--- config.mk ---
export PLATFORM = sky130hd
export DESIGN_NAME = mem_port_arbiter
export DESIGN_NICKNAME = d
export VERILOG_FILES = /design/src/rtl/cpu_mem_pkg.sv /design/src/rtl/arb_starve_ctr.sv /design/src/rtl/mem_port_arbiter.sv
export SDC_FILE = /design/constraint.sdc
export NUM_CORES = 1
export LEC_CHECK = 0
export CAP_MARGIN = 20
export CORE_UTILIZATION = 24
export DETAILED_ROUTE_END_ITERATION = 7
export GPL_TIMING_DRIVEN = 0
export PLACE_DENSITY = 0.87
export SLEW_MARGIN = 30
export SYNTH_ARGS = -nofsm -noshare
export SYNTH_HDL_FRONTEND = slang
export SYNTH_SLANG_ARGS = --single-unit
--- constraint.sdc ---
create_clock -name clk -period 5 [get_ports clk]
set_input_delay 1.25 -clock clk [delete_from_list [all_inputs] [get_ports clk]]
set_output_delay 1.25 -clock clk [all_outputs]
set_load 0.01 [all_outputs]
--- src/rtl/cpu_mem_pkg.sv ---
// Shared definitions for the CPU memory subsystem (cpu_top, fetch unit, LSU, port arbiter).
// Holds default bus widths, the starvation-counter width and the read-return owner tag.
// No ports; import with cpu_mem_pkg::*.
package cpu_mem_pkg;

  // Default memory geometry: word address and word width.
  localparam int DEF_ADDR_W = 8;
  localparam int DEF_DATA_W = 16;

  // Width of the fetch starvation counter; limits up to 15 fit.
  localparam int STARVE_CNT_W = 4;

  // Who owns the read data returning from the memory in the current cycle.
  typedef enum logic [1:0] {
    OWN_NONE = 2'd0,
    OWN_IF   = 2'd1,
    OWN_D    = 2'd2
  } owner_t;

endpackage

--- src/rtl/arb_starve_ctr.sv ---
// Saturating counter of consecutive data grants taken while fetch is waiting.
// Ports: clk/reset (sync, active-high), inc_i (data won over a pending fetch),
//        clr_i (fetch served or not requesting), at_limit_o (fetch must win next).
module arb_starve_ctr
  import cpu_mem_pkg::*;
#(
  parameter int STARVE_LIMIT = 4
) (
  input  logic clk,
  input  logic reset,
  input  logic inc_i,
  input  logic clr_i,
  output logic at_limit_o
);

  localparam logic [STARVE_CNT_W-1:0] LIMIT = STARVE_CNT_W'(STARVE_LIMIT);

  logic [STARVE_CNT_W-1:0] cnt_q;
  logic [STARVE_CNT_W-1:0] cnt_d;

  // Clear dominates increment; the count holds once it reaches the limit.
  always_comb begin
    cnt_d = cnt_q;
    if (clr_i) begin
      cnt_d = '0;
    end else if (inc_i && (cnt_q != LIMIT)) begin
      cnt_d = cnt_q + 1'b1;
    end
  end

  always_ff @(posedge clk) begin
    if (reset) begin
      cnt_q <= '0;
    end else begin
      cnt_q <= cnt_d;
    end
  end

  assign at_limit_o = (cnt_q == LIMIT);

endmodule

--- src/rtl/mem_port_arbiter.sv ---
// Arbitrates one single-port synchronous memory between instruction fetch and the LSU;
// data has priority, a starvation counter forces a fetch grant after STARVE_LIMIT data wins.
// Ports: if_* fetch req/gnt/return, d_* data req/gnt/return, mem_* memory port, clk/reset (sync, active-high).
module mem_port_arbiter
  import cpu_mem_pkg::*;
#(
  parameter int ADDR_W       = DEF_ADDR_W,
  parameter int DATA_W       = DEF_DATA_W,
  parameter int STARVE_LIMIT = 4
) (
  input  logic              clk,
  input  logic              reset,
  // fetch requester
  input  logic              if_req,
  input  logic [ADDR_W-1:0] if_addr,
  output logic              if_gnt,
  output logic              if_rvalid,
  output logic [DATA_W-1:0] if_rdata,
  // data requester
  input  logic              d_req,
  input  logic              d_we,
  input  logic [ADDR_W-1:0] d_addr,
  input  logic [DATA_W-1:0] d_wdata,
  output logic              d_gnt,
  output logic              d_rvalid,
  output logic [DATA_W-1:0] d_rdata,
  // memory port
  output logic              mem_en,
  output logic              mem_we,
  output logic [ADDR_W-1:0] mem_addr,
  output logic [DATA_W-1:0] mem_wdata,
  input  logic [DATA_W-1:0] mem_rdata
);

  logic   at_limit;
  logic   fetch_win;
  logic   data_win;
  owner_t tag_q;
  owner_t tag_d;

  // Fetch wins when alone, or when it has waited through STARVE_LIMIT data grants.
  assign fetch_win = !reset && if_req && (!d_req || at_limit);
  assign data_win  = !reset && d_req && !(if_req && at_limit);

  assign if_gnt = fetch_win;
  assign d_gnt  = data_win;

  arb_starve_ctr #(
    .STARVE_LIMIT (STARVE_LIMIT)
  ) u_starve_ctr (
    .clk        (clk),
    .reset      (reset),
    .inc_i      (data_win && if_req),
    .clr_i      (fetch_win || !if_req),
    .at_limit_o (at_limit)
  );

  // Memory port drive: idle cycles park address/data at zero.
  always_comb begin
    mem_en    = 1'b0;
    mem_we    = 1'b0;
    mem_addr  = '0;
    mem_wdata = '0;
    if (fetch_win) begin
      mem_en   = 1'b1;
      mem_addr = if_addr;
    end else if (data_win) begin
      mem_en    = 1'b1;
      mem_we    = d_we;
      mem_addr  = d_addr;
      mem_wdata = d_wdata;
    end
  end

  // Tag the owner of next cycle's read data; writes produce no return.
  always_comb begin
    tag_d = OWN_NONE;
    if (fetch_win) begin
      tag_d = OWN_IF;
    end else if (data_win && !d_we) begin
      tag_d = OWN_D;
    end
  end

  always_ff @(posedge clk) begin
    if (reset) begin
      tag_q <= OWN_NONE;
    end else begin
      tag_q <= tag_d;
    end
  end

  // The return is also masked by reset itself so a read granted just before
  // reset is dropped in the reset cycle rather than surfacing one cycle late.
  assign if_rvalid = !reset && (tag_q == OWN_IF);
  assign d_rvalid  = !reset && (tag_q == OWN_D);
  assign if_rdata  = mem_rdata;
  assign d_rdata   = mem_rdata;

endmodule

==> impl_metrics.py <==
metrics = {
    "clock_tree": {
        "cts_made_buffers": 3,
        "hold_buffers": 0,
        "insertion_delay_ns": 0.25,
        "cts_tree": "built",
        "ctsResizeCount": 0,
        "clock-sinks": 6,
        "cts.clk_slew.worst_paths_ns": 0.04,
        "cts-root-buf": "clkbuf_4",
        "cts_buffer_depth": 2,
        "post-cts-setup-buffers": 0,
        "cts_max_level": 1,
    },
    "critical_path": {
        "cp-start-kind": "input port",
        "r2r-start": "u_starve_ctr.cnt_q[0]$_SDFFE_PP0P_",
        "max_stage_delay_ns": 0.63,
        "critPathCaptureType": "primary output",
        "critPathLaunch": "reset",
        "worst-setup-path-type": "input port to primary output",
        "worst_ep_required_time_ns": 3.75,
        "slowest_stage": "clkdlybuf4s50_1",
        "worstPathMaxFanout": 10,
        "cp.arrival_ns": 3.03,
        "cp_cell_sequence": "clkdlybuf4s50_1 -> inv_1 -> o211a_1 -> buf_6 -> buf_6 -> a22o_1 -> clkdlybuf4s50_1",
    },
    "logic_synthesis": {
        "yosys.area_share.simple_pct": 24.4,
        "synth_mux_area_share_pct": 0,
        "yosysTopAreaCell": "buf_4",
        "synth_nets": 145,
        "synthDistinctLibCells": 18,
        "ys_warn_count": 0,
        "synth.avg_cell_area_um2": 8.27,
        "synth_top_area_share_pct": 32.3,
        "synth_fa_ha_area_share_pct": 3.36,
        "synth_top_family_by_area": "buffers and inverters",
        "netlist_area_um2": 744,
        "synthTopCellsByArea": "buf_4 32%, dfxtp_1 16%, and2_1 14%, a22o_1 9.4%, buf_6 4.5%",
        "synth.ff_latch_count": 6,
        "synth_cells": 90,
        "yosysSeqAreaShare_pct": 16.1,
        "synth-compound-area-share_pct": 14.5,
        "synthXorXnorAreaFrac_pct": 2.35,
    },
    "power_and_ir_drop": {
        "leakage_nw": 0.755,
        "p_per_area_mw_per_mm2": 124,
        "peakVddDrop_mv": 0.0966,
    },
    "route": {
        "vias": 935,
        "viasPerCell": 4.21,
        "wl_per_cell_um": 10.6,
        "wirelength_mm": 2.36,
        "dr.pass1.iters": 7,
        "drtAntennaViolNets": 0,
        "drc_errors": 7,
        "drt_iter0_drc": 20,
    },
    "grt": {
        "grt_pass1_wl_mm": 3.47,
        "grt_use_total_pct": 13.5,
        "grt_antenna_before_repair": 0,
        "gr-total-overflow": 0,
        "grt_max_degree": 11,
        "grt_pass1_vias": 850,
    },
    "sta": {
        "setup_viol": 0,
        "clock.fmax_mhz": 234,
        "relSlewSlack_pct": 72.4,
        "final.setup.tns_ns": 0,
        "rsz0062_at_grt": "no",
        "maxSlewViolCount": 0,
        "finClkSkew_ns": 0.000624,
        "finalCriticalPeriod_ns": 4.28,
        "hold_viol_final": 0,
        "fin_crit_sh_pct": 85.6,
        "worst_pin_slew_ns": 0.412,
    },
    "floorplan": {
        "fp.dieArea_mm2": 0.00333,
        "row_count": 19,
        "die_w_um": 57.7,
        "die_h_um": 57.7,
        "io_pins": 115,
        "start_util_pct": 26.1,
        "core_mm2": 0.00285,
    },
    "flow_run": {
        "max_cap_violations": 0,
    },
    "outcome": {
        "violations": "DRC",
        "status": "finished, violations left",
    },
    "worst_hold_path": {
        "hold_path_class": "flip-flop to flip-flop",
        "min_from": "u_starve_ctr.cnt_q[0]$_SDFFE_PP0P_",
    },
    "finish": {
        "nNetsFinal": 248,
        "n_antenna_cell": 0,
        "final_layout_size_suffix_gt1_share_pct": 20.9,
        "area_growth_pct": 140,
        "fin_cells": 222,
        "n_fill_cell": 229,
    },
    "placed_design": {
        "placedCellCount": 219,
        "post-dp-hpwl_mm": 2.10,
        "port_buffers": 98,
        "routabilityCongestion": 0.712,
    },
}
## sequential cells by signal, indices dropped and copies added (netlist names)
signal / flops
tag_q: 2
u_starve_ctr.cnt_q: 4
## synth_stat cells
| cell type | number |
|---|---|
| a211oi_4 | 1 |
| dfxtp_1 | 6 |
| o211a_1 | 1 |
| nand4_1 | 1 |
| inv_1 | 5 |
| a22o_1 | 8 |
| a211oi_1 | 1 |
| ha_1 | 2 |
| nand3b_4 | 1 |
| nor3b_1 | 2 |
| and2_1 | 17 |
| nor2_1 | 6 |
| buf_6 | 3 |
| nor2b_1 | 1 |
| xnor2_1 | 1 |
| buf_4 | 32 |
| nand3_1 | 1 |
| xor2_1 | 1 |
## through the flow
step / util (%) / power (mW) / area, µm² / worst slack [ns] / hold WS (ns)
floorplan: - / 0.0997 / 744 / 1.76 / 0.430
global placement: 61.8 / 0.176 / 1760 / 0.726 / 0.439
detailed placement: 61.8 / 0.179 / 1760 / 0.712 / 0.473
CTS: 62.6 / 0.224 / 1790 / 0.701 / 0.485
global route: 62.6 / 0.233 / 1790 / 0.616 / 0.525
finish: 62.6 / 0.222 / 1790 / 0.721 / 0.479
## layout make-up
type	count	area (µm²)	share of cell area, %
timing repair buffer	98	981	54.9
inverter	5	18.8	1.05
clock buffer	3	22.5	1.26
sequential	6	120	6.72
buffer	35	274	15.3
multi-input combinational	44	332	18.6
tap	31	38.8	2.17
## worst paths after layout
kind | to | slack (ns) | depth (start not counted)
worst max-delay path | mem_addr[6] | 0.72 | 7
worst min-delay path | u_starve_ctr.cnt_q[0]$_SDFFE_PP0P_ | 0.48 | 1
worst max register to register | tag_q[1]$_SDFF_PP0_ | 3.57 | 7
worst min register to register | u_starve_ctr.cnt_q[0]$_SDFFE_PP0P_ | 0.48 | 1
## critical path, delay by kind of cell
| kind | cells | cell delay (ns) |
|---|---|---|
| buffers and inverters | 5 | 1.47 |
| AOI/OAI and AO/OA | 2 | 0.32 |
## placed cells by master (no fill, tap or decap), types with 2 or more instances in the layout
master | netlist | routed
a22o_1 | 8 | 8
and2_1 | 17 | 17
buf_4 | 32 | 32
buf_6 | 3 | 3
clkbuf_4 | 0 | 3
clkdlybuf4s50_1 | 0 | 98
dfxtp_1 | 6 | 6
ha_1 | 2 | 2
inv_1 | 5 | 5
nor2_1 | 6 | 6
nor3b_1 | 2 | 2
## power breakdown
part	leakage [nW]	internal [mW]	total [mW]	switching, mW
clock network	0.0138	0.0272	0.0454	0.0182
logic	0.693	0.0893	0.127	0.0376
registers	0.0488	0.0491	0.0499	0.000812
## layer usage
| metal | share of wire [%] | vias to the layer above | global-route usage (%) |
|---|---|---|---|
| li1 | - | 463 | - |
| met5 | 0 | - | 0 |
| met2 | 59 | 68 | 28.7 |
| met1 | 29 | 401 | 11.7 |
| met3 | 10 | 3 | 2.68 |
| met4 | 0.76 | 0 | 6.12 |
## kinds of logic after synthesis
group | Yosys count
buffers and inverters | 40
AND/OR/NAND/NOR | 29
adder cells (fa/ha/maj) | 2
AO/OA/AOI/OAI | 11
flip-flops | 6
XOR/XNOR | 2
Power figures use the tool's default switching activity.
